$ cat src/rtl/offchip_line_responder.sv
// rtl/offchip_line_responder.sv - row-to-beat serializing responder for the off-chip memory port
// Writes split a row into N_BEAT beats; reads reassemble returned beats into one row.
module offchip_line_responder #(
  parameter int W_A          = 32,
  parameter int W_OFF_D      = 128,
  parameter int W_PHY_D      = 32,
  parameter int W_PHY_OFFSET = 2
) (
  input  logic               CLK,
  input  logic               RST_N,
  input  logic [W_A-1:0]     MEM_ADDR,
  input  logic [W_OFF_D-1:0] MEM_D,
  input  logic               MEM_WE,
  input  logic               MEM_RE,
  output logic [W_OFF_D-1:0] MEM_Q,
  output logic               MEM_RDY,
  output logic [W_A-1:0]     PHY_ADDR,
  output logic [W_PHY_D-1:0] PHY_WDATA,
  output logic               PHY_WE,
  output logic               PHY_RE,
  input  logic               PHY_ACK,
  input  logic               PHY_RVALID,
  input  logic [W_PHY_D-1:0] PHY_RDATA,
  output logic               ERR
);
  localparam int N_BEAT = W_OFF_D / W_PHY_D;
  localparam int CW     = $clog2(N_BEAT) + 1;
  localparam logic [CW-1:0] LAST_BEAT = CW'(N_BEAT - 1);
  localparam logic [CW-1:0] FULL_ROW  = CW'(N_BEAT);

  typedef enum logic [2:0] {IDLE, WR_ISSUE, RD_ISSUE, RD_WAIT, RESP} state_t;

  state_t             r_state, w_state_nxt;
  logic [W_A-1:0]     r_base, w_base_nxt;
  logic [W_OFF_D-1:0] r_row, w_row_nxt;
  logic [W_OFF_D-1:0] r_asm, w_asm_nxt;
  logic [CW-1:0]      r_iss_cnt, w_iss_nxt;
  logic [CW-1:0]      r_ret_cnt, w_ret_nxt;
  logic [W_OFF_D-1:0] r_mem_q, w_mem_q_nxt;
  logic               r_mem_rdy, w_rdy_nxt;
  logic [W_A-1:0]     r_phy_addr, w_addr_nxt;
  logic [W_PHY_D-1:0] r_phy_wdata, w_wdata_nxt;
  logic               r_phy_we, w_we_nxt;
  logic               r_phy_re, w_re_nxt;
  logic               r_err, w_err_nxt;

  logic               w_rd_phase;
  logic               w_ack_rd;
  logic [CW-1:0]      w_iss_inc;
  logic [CW-1:0]      w_iss_eff;
  logic [CW-1:0]      w_ret_inc;
  logic [W_A-1:0]     w_next_addr;

  assign w_rd_phase  = (r_state == RD_ISSUE) || (r_state == RD_WAIT);
  assign w_ack_rd    = (r_state == RD_ISSUE) && PHY_ACK;
  assign w_iss_inc   = r_iss_cnt + CW'(1);
  // A beat accepted this cycle may legally return in the same cycle.
  assign w_iss_eff   = r_iss_cnt + CW'(w_ack_rd);
  assign w_ret_inc   = r_ret_cnt + CW'(1);
  assign w_next_addr = r_base + (W_A'(w_iss_inc) << W_PHY_OFFSET);

  always_comb begin
    w_state_nxt = r_state;
    w_base_nxt  = r_base;
    w_row_nxt   = r_row;
    w_asm_nxt   = r_asm;
    w_iss_nxt   = r_iss_cnt;
    w_ret_nxt   = r_ret_cnt;
    w_mem_q_nxt = r_mem_q;
    w_rdy_nxt   = 1'b0;
    w_addr_nxt  = r_phy_addr;
    w_wdata_nxt = r_phy_wdata;
    w_we_nxt    = r_phy_we;
    w_re_nxt    = r_phy_re;
    w_err_nxt   = r_err;

    if (PHY_RVALID && (!w_rd_phase || (r_ret_cnt >= w_iss_eff))) begin
      w_err_nxt = 1'b1;
    end

    case (r_state)
      IDLE: begin
        w_iss_nxt = '0;
        w_ret_nxt = '0;
        if (MEM_WE) begin
          if (MEM_RE) begin
            w_err_nxt = 1'b1;
          end
          w_base_nxt  = MEM_ADDR;
          w_row_nxt   = MEM_D;
          w_addr_nxt  = MEM_ADDR;
          w_wdata_nxt = MEM_D[W_PHY_D-1:0];
          w_we_nxt    = 1'b1;
          w_state_nxt = WR_ISSUE;
        end else if (MEM_RE) begin
          w_base_nxt  = MEM_ADDR;
          w_addr_nxt  = MEM_ADDR;
          w_re_nxt    = 1'b1;
          w_state_nxt = RD_ISSUE;
        end
      end
      WR_ISSUE: begin
        if (PHY_ACK) begin
          w_iss_nxt = w_iss_inc;
          if (r_iss_cnt == LAST_BEAT) begin
            w_we_nxt    = 1'b0;
            w_rdy_nxt   = 1'b1;
            w_state_nxt = RESP;
          end else begin
            w_addr_nxt = w_next_addr;
            for (int k = 0; k < N_BEAT; k++) begin
              if (CW'(k) == w_iss_inc) begin
                w_wdata_nxt = r_row[k*W_PHY_D +: W_PHY_D];
              end
            end
          end
        end
      end
      RD_ISSUE: begin
        if (PHY_ACK) begin
          w_iss_nxt = w_iss_inc;
          if (r_iss_cnt == LAST_BEAT) begin
            w_re_nxt    = 1'b0;
            w_state_nxt = RD_WAIT;
          end else begin
            w_addr_nxt = w_next_addr;
          end
        end
      end
      RD_WAIT: begin
      end
      RESP: begin
        w_iss_nxt   = '0;
        w_ret_nxt   = '0;
        w_state_nxt = IDLE;
      end
      default: begin
        w_state_nxt = IDLE;
      end
    endcase

    // Return path overrides the issue path so a coincident final ACK/RVALID completes directly.
    if (PHY_RVALID && w_rd_phase && (r_ret_cnt < w_iss_eff)) begin
      for (int k = 0; k < N_BEAT; k++) begin
        if (CW'(k) == r_ret_cnt) begin
          w_asm_nxt[k*W_PHY_D +: W_PHY_D] = PHY_RDATA;
        end
      end
      w_ret_nxt = w_ret_inc;
      if (w_ret_inc == FULL_ROW) begin
        w_mem_q_nxt = w_asm_nxt;
        w_rdy_nxt   = 1'b1;
        w_re_nxt    = 1'b0;
        w_state_nxt = RESP;
      end
    end
  end

  always_ff @(posedge CLK or negedge RST_N) begin
    if (!RST_N) begin
      r_state     <= IDLE;
      r_base      <= '0;
      r_row       <= '0;
      r_asm       <= '0;
      r_iss_cnt   <= '0;
      r_ret_cnt   <= '0;
      r_mem_q     <= '0;
      r_mem_rdy   <= 1'b0;
      r_phy_addr  <= '0;
      r_phy_wdata <= '0;
      r_phy_we    <= 1'b0;
      r_phy_re    <= 1'b0;
      r_err       <= 1'b0;
    end else begin
      r_state     <= w_state_nxt;
      r_base      <= w_base_nxt;
      r_row       <= w_row_nxt;
      r_asm       <= w_asm_nxt;
      r_iss_cnt   <= w_iss_nxt;
      r_ret_cnt   <= w_ret_nxt;
      r_mem_q     <= w_mem_q_nxt;
      r_mem_rdy   <= w_rdy_nxt;
      r_phy_addr  <= w_addr_nxt;
      r_phy_wdata <= w_wdata_nxt;
      r_phy_we    <= w_we_nxt;
      r_phy_re    <= w_re_nxt;
      r_err       <= w_err_nxt;
    end
  end

  assign MEM_Q     = r_mem_q;
  assign MEM_RDY   = r_mem_rdy;
  assign PHY_ADDR  = r_phy_addr;
  assign PHY_WDATA = r_phy_wdata;
  assign PHY_WE    = r_phy_we;
  assign PHY_RE    = r_phy_re;
  assign ERR       = r_err;

endmodule

$ cat config.mk
export PLATFORM = sky130hd
export DESIGN_NAME = offchip_line_responder
export DESIGN_NICKNAME = d
export VERILOG_FILES = /design/src/rtl/offchip_line_responder.sv
export SDC_FILE = /design/constraint.sdc
export NUM_CORES = 1
export LEC_CHECK = 0
export ABC_AREA = 1
export CORE_ASPECT_RATIO = 0.7
export CORE_MARGIN = 2
export CORE_UTILIZATION = 40
export CTS_CLUSTER_DIAMETER = 60
export CTS_CLUSTER_SIZE = 40
export DETAILED_ROUTE_END_ITERATION = 12
export PLACE_DENSITY_LB_ADDON = 0.08
export SLEW_MARGIN = 20
export SYNTH_ARGS = -nofsm -noshare
export SYNTH_HDL_FRONTEND = slang
export SYNTH_SLANG_ARGS = --single-unit
$ cat constraint.sdc
create_clock -name CLK -period 3.01 [get_ports CLK]
set_input_delay 0.602 -clock CLK [delete_from_list [all_inputs] [get_ports CLK]]
set_output_delay 0.602 -clock CLK [all_outputs]
set_load 0.02 [all_outputs]
Word level (Yosys, flattened, before mapping)

Index checks and enable logic that the tools add are counted.
W data, S select, Z words.

Output and inout port bits: 196
Word-level logic and storage cells: 113
Flip-flop bits (word level): 493
Input port bits: 198

Reductions and logical operators: 24
Multiplexer cells: 50
Eq/ne operators: 20
Magnitude comparators: 2
Add/subtract/negate cells: 4

Operators by type and width:

| kind                  | count |
|---|---|
| $mux W32              | 15 |
| $pmux W32 S2          | 2 |
| $mux W3               | 11 |
| $add A32 B5 Y32       | 1 |
| $mux W1               | 18 |
| $eq A2 B3 Y1 const A  | 4 |
| $pmux W3 S4           | 1 |
| $ne A2 B2 Y1 const B  | 5 |
| $reduce_bool A2 Y1    | 5 |
| $eq A3 B2 Y1 const B  | 3 |
| $logic_not A3 Y1      | 3 |
| $reduce_and A2 Y1     | 4 |
| $reduce_and A4 Y1     | 2 |
| $add A3 B1 Y3 const B | 2 |
| $eq A1 B3 Y1 const A  | 2 |
| $eq A3 B3 Y1 const B  | 2 |
| $pmux W3 S2           | 1 |
| $ne A5 B5 Y1 const B  | 1 |
| $reduce_and A5 Y1     | 1 |
| $logic_and A1 B1 Y1   | 4 |
| $pmux W1 S2           | 2 |
| $reduce_or A2 Y1      | 2 |
| $add A3 B1 Y3         | 1 |
| $eq A3 B1 Y1 const B  | 1 |
| 6 further kinds       | 7 |

Depth between registers and ports, before layout

Depth in word-level cells: 10
Depth in mapped cells: 18
Depth with buffers taken out: 16

Least setup slack after synthesis

Ideal clock, no wire load.

Kind: input port to flip-flop
Start: input port PHY_ACK
End: register r_mem_q[32] (netlist: MEM_Q[32])
Data arrival time: 2493 ps
Setup slack: 400 ps
Cell stages on the path: 15
Library setup time: 117 ps
Path buffers: 2
Required time: 2893 ps
Path through: inv_1 -> nor2_1 -> ha_1 -> ha_1 -> xnor2_1 -> ha_1 -> a21oi_1 -> o21a_1 -> nand3_2 -> inv_2 -> nand2_2 -> buf_2 -> buf_2 -> nand2_1 -> nand2_1

Cells in the longest elaborated chain, start to end: 5

RTL lines:

| item                               | RTL line | text |
|---|---|---|
| start: declaration                 | 21       | `input logic PHY_ACK,` |
| $logic_and A1 B1 Y1                | 55       | `assign w_ack_rd = (r_state == RD_ISSUE) && PHY_ACK;` |
| $add A3 B1 Y3                      | 58       | `assign w_iss_eff = r_iss_cnt + CW'(w_ack_rd);` |
| $lt A3 B3 Y1                       | 143      | `if (PHY_RVALID && w_rd_phase && (r_ret_cnt < w_iss_eff)) begin` |
| $logic_and A1 B1 Y1                | 143      |  |
| $reduce_and A2 Y1 (no source line) | --       |  |
| end signal: assignment             | 181      | `r_mem_q <= w_mem_q_nxt;` |
| end: declaration                   | 39       | `logic [W_OFF_D-1:0] r_mem_q, w_mem_q_nxt;` |

No other way between the ends.
A chain may end at the register's enable or synchronous reset.

Worst setup path in the final report

Start: register r_state[2]
End: register r_asm[49]

Cells in the longest elaborated chain, start to end: 5
Elaborated cells on any way between the ends: 8
Those cells by class: 1 x add/sub; 1 x order compare; 2 x eq/ne; 4 x reduce/logical

RTL lines:

| item                     | RTL line | text |
|---|---|---|
| start: declaration       | 33       | `state_t r_state, w_state_nxt;` |
| start signal: assignment | 175      | `r_state <= w_state_nxt;` |
| $eq A3 B2 Y1             | 54, 55   |  |
| $logic_and A1 B1 Y1      | 55       |  |
| $add A3 B1 Y3            | 58       |  |
| $lt A3 B3 Y1             | 143      |  |
| $logic_and A1 B1 Y1 *    | 143      |  |
| end signal: assignment   | 178      | `r_asm <= w_asm_nxt;` |
| end: declaration         | 36       | `logic [W_OFF_D-1:0] r_asm, w_asm_nxt;` |

Every way passes the cells marked *; elsewhere a longest branch is shown, timed or not.

==> flow_metrics.env <==
export IMPL_cts_tree="done"
export IMPL_final_layout_size_suffix_gt1_share_pct=4.84
export IMPL_tightest_slew_ns=0.830
export IMPL_initial_utilization_pct=40.6
export IMPL_finClkSkew_ns=0.0276
export IMPL_grt_busiest_layer="met2"
export IMPL_syn_nets=2959
export IMPL_fp_dieH_um=197
export IMPL_slowest_delay_ns=0.43
export IMPL_grt_max_degree=67
export IMPL_clk_pin_slew_ns=0.09
export IMPL_endpoint_kind="flip-flop"
export IMPL_setup_slack_ns=0.259
export IMPL_ys_flop_type="dfrtp_1"
export IMPL_crit_path_cell_trace="nor2_4, nand2_1, nor2_1, ha_1, ha_1, xnor2_1, ha_1, a21oi_1, o21a_1, nand3_4, buf_4, buf_4, nand2_1, nand2_1"
export IMPL_dr_pass1_iters=5
export IMPL_outcome="completed"
export IMPL_cts_sinks=461
export IMPL_p_leak_nw=13.7
export IMPL_yosys_area_top_type_share_pct=54.3
export IMPL_dp_slack_ns=-0.210
export IMPL_synth_warnings=0
export IMPL_wl_per_cell_um=16.5
export IMPL_total_power_mw=29.9
export IMPL_period_needed_ns=2.75
export IMPL_synth_cell_types=34
export IMPL_path_buf_inv=2
export IMPL_clock_root_buffer="clkbuf_16"
export IMPL_io_pins=394
export IMPL_cap_viol_max_count=0
export IMPL_ant_nets=0
export IMPL_max_freq_ghz=0.364
export IMPL_cp_start_kind="flip-flop"
export IMPL_synthCells=2741
export IMPL_synthesis_area_mm2=0.0212
export IMPL_synthSimpleGateAreaFrac_pct=27.6
export IMPL_crit_arrival_ns=3.19
export IMPL_vias=18746
export IMPL_synth_area_mux_share_pct=0.371
export IMPL_wl_mm=62.8
export IMPL_synth_area_leaders="dfrtp_1 (54%), nand2_1 (25%), o21ai_0 (5.5%), inv_1 (3.4%), o211ai_1 (2.4%)"
export IMPL_setup_viol=0
export IMPL_rsz0062_at_grt="no"
export IMPL_min_path_type="input port to async pin"
export IMPL_place_gp_congestion=0.835
export IMPL_cp_max_fo=41
export IMPL_synth_largest_area_cell="dfrtp_1"
export IMPL_async_reset_ff_share_pct=100
export IMPL_finalHoldViolations=0
export IMPL_rrSetupSlack_ns=0.26
export IMPL_rows=70
export IMPL_synth_fa_ha_area_share_pct=1.21
export IMPL_ir_drop_mv=0.651
export IMPL_clk_latency_ns=0.56
export IMPL_core_area_mm2=0.0524
export IMPL_grt_first_pass_wirelength_mm=100
export IMPL_dp_hpwl_mm=43.6
export IMPL_syn_avg_cell_area_um2=7.75
export IMPL_synth_top_family_by_area="simple AND/OR/NAND/NOR gates"
export IMPL_drtIter0Drc=1275
export IMPL_antenna_found_initial=10
export IMPL_synth_edff_count=0
export IMPL_grt_remaining_overflow=0
export IMPL_syn2layout_area_growth_pct=28.9
export IMPL_cts_buffers=35
export IMPL_crit_type="flip-flop to flip-flop"
export IMPL_portBuffers=393
export IMPL_synth_compound_area_share_pct=9.71
export IMPL_die_x_um=279
export IMPL_path_delay_family="simple AND/OR/NAND/NOR gates"
export IMPL_relSlewSlack_pct=44.4
export IMPL_grt_use_met2_pct=35.6
export IMPL_tns_ns=0
export IMPL_finalMaxSlewViolations=0
export IMPL_met1_usage_pct=32.3
export IMPL_grt_pass1_vias=18545
export IMPL_synth_xor_xnor_area_share_pct=0.165
export IMPL_ys_seq_area_share_pct=54.3
export IMPL_design_die_area_mm2=0.0550
export IMPL_use_met3_pct=4.37
export IMPL_cts_buffer_depth=3
export IMPL_track_usage_pct=22.7
export IMPL_synth_seq_cells=461
export IMPL_period_share_pct=91.4
export IMPL_required_ns=3.45
export IMPL_pwr_density_cell_mw_per_mm2=1090
export IMPL_drc=0
export IMPL_fin_nets=3308
export IMPL_viasPerCell=4.93
export IMPL_slowest_stage="dfrtp_1"
export IMPL_cts_max_level=2
Yosys cell counts (14+ instances only):
| cell type | instances |
|---|---|
| a21oi_1 | 60 |
| buf_2 | 49 |
| buf_4 | 14 |
| clkbuf_1 | 75 |
| dfrtp_1 | 461 |
| ha_1 | 19 |
| inv_1 | 191 |
| nand2_1 | 1395 |
| nand3_1 | 41 |
| nor2_1 | 77 |
| o211ai_1 | 68 |
| o21ai_0 | 235 |
repair_timing:
action,in CTS,in global routing
gates resized for setup,0,3
setup buffers,0,0
hold buffers,0,0
setup endpoints to repair,0,164
where the power goes:
part | switching, mW | internal (mW) | total, mW
clock | 2.48 | 2.54 | 5.02
combinational | 8.90 | 5.55 | 14.4
sequential | 1.52 | 8.88 | 10.4
total | 12.9 | 17.0 | 29.9
final cells by class:
type / instances / area [um2]
antenna: 5 / 12.5
clock buffer: 45 / 963
clock inverter: 19 / 225
fill: 5017 / 25000
inverter: 197 / 746
multi-input combinational: 1936 / 8340
sequential: 461 / 11500
tap: 684 / 856
timing repair buffer: 459 / 4690
metrics by stage:
step / area [um2] / instances / util (%) / hold WS [ns]
CTS: 27300 / 3801 / 52.2 / 0.0156
global route: 27400 / 3803 / 52.2 / 0.0275
detailed placement: 26200 / 3737 / 49.9 / 0.459
global placement: 26200 / 3737 / 49.9 / 0.456
finish: 27400 / 3806 / 52.3 / 0.00444
floorplan: 21200 / 2741 / - / 0.306
worst register-to-register path, cell delays in order, from the launching register on:
cell,delay [ns]
dfrtp_1,0.43
nor2_4,0.17
nand2_1,0.11
nor2_1,0.10
ha_1,0.15
ha_1,0.16
xnor2_1,0.12
ha_1,0.27
a21oi_1,0.17
o21a_1,0.21
nand3_4,0.09
buf_4,0.16
buf_4,0.26
nand2_1,0.17
nand2_1,0.06
worst paths after layout:
kind / startpoint / end / cells after the start
max: r_state[2] / r_asm[49] / 14
min: RST_N / MEM_Q[78] / 1
max in group asynchronous: RST_N / r_asm[87] / 3
min in group CLK: r_row[38] / r_row[38] / 2
min reg2reg: r_row[38] / r_row[38] / 2
max reg2reg: r_state[2] / r_asm[49] / 14
sequential cells by signal (all words and copies together), names as in the netlist:
| register | flops |
|---|---|
| ERR | 1 |
| MEM_Q | 128 |
| MEM_RDY | 1 |
| PHY_ADDR | 32 |
| PHY_RE | 1 |
| PHY_WDATA | 32 |
| PHY_WE | 1 |
| r_asm | 96 |
| r_base | 32 |
| r_iss_cnt | 3 |
| r_ret_cnt | 3 |
| r_row | 128 |
| r_state | 3 |
routing by layer:
layer,routed length [um],vias to the layer above
met5,57,-
met4,1460,8
met2,28400,429
met3,3570,87
met1,29400,9007
li1,-,9215
logic make-up (layout without fill, tap and decap cells):
kind of cell               Yosys count  count (layout)
AOI/OAI and AO/OA                  374             374
xor gates and xnor gates             4               4
adders and majority gates           20              20
buffers and inverters              344             720
DFF                                461             461
muxes                                7               7
other                                0               5
and+or+nand+nor                   1531            1531
layout by cell type, fill, tap and decap left out, types with 2 or more instances in the layout:
cell	Yosys	final
a21oi_1	60	60
buf_12	0	20
buf_4	14	45
bufinv_16	0	2
clkbuf_1	75	5
clkbuf_16	0	35
clkbuf_8	0	5
clkdlybuf4s50_1	0	392
clkinv_4	0	3
dfrtp_1	461	461
diode_2	0	5
ha_1	19	19
inv_1	191	191
inv_2	5	3
inv_6	0	9
inv_8	0	4
mux2_2	7	7
nand2_1	1395	1389
nand2_2	2	7
nand3_1	41	41
nand3b_1	9	9
nand4_1	2	2
nor2_1	77	76
nor2_4	0	2
o211ai_1	68	68
o21ai_0	235	235
o22ai_1	3	3
o31ai_1	4	4
xnor2_1	3	3
Note: power is estimated with default switching activity, not from simulation.
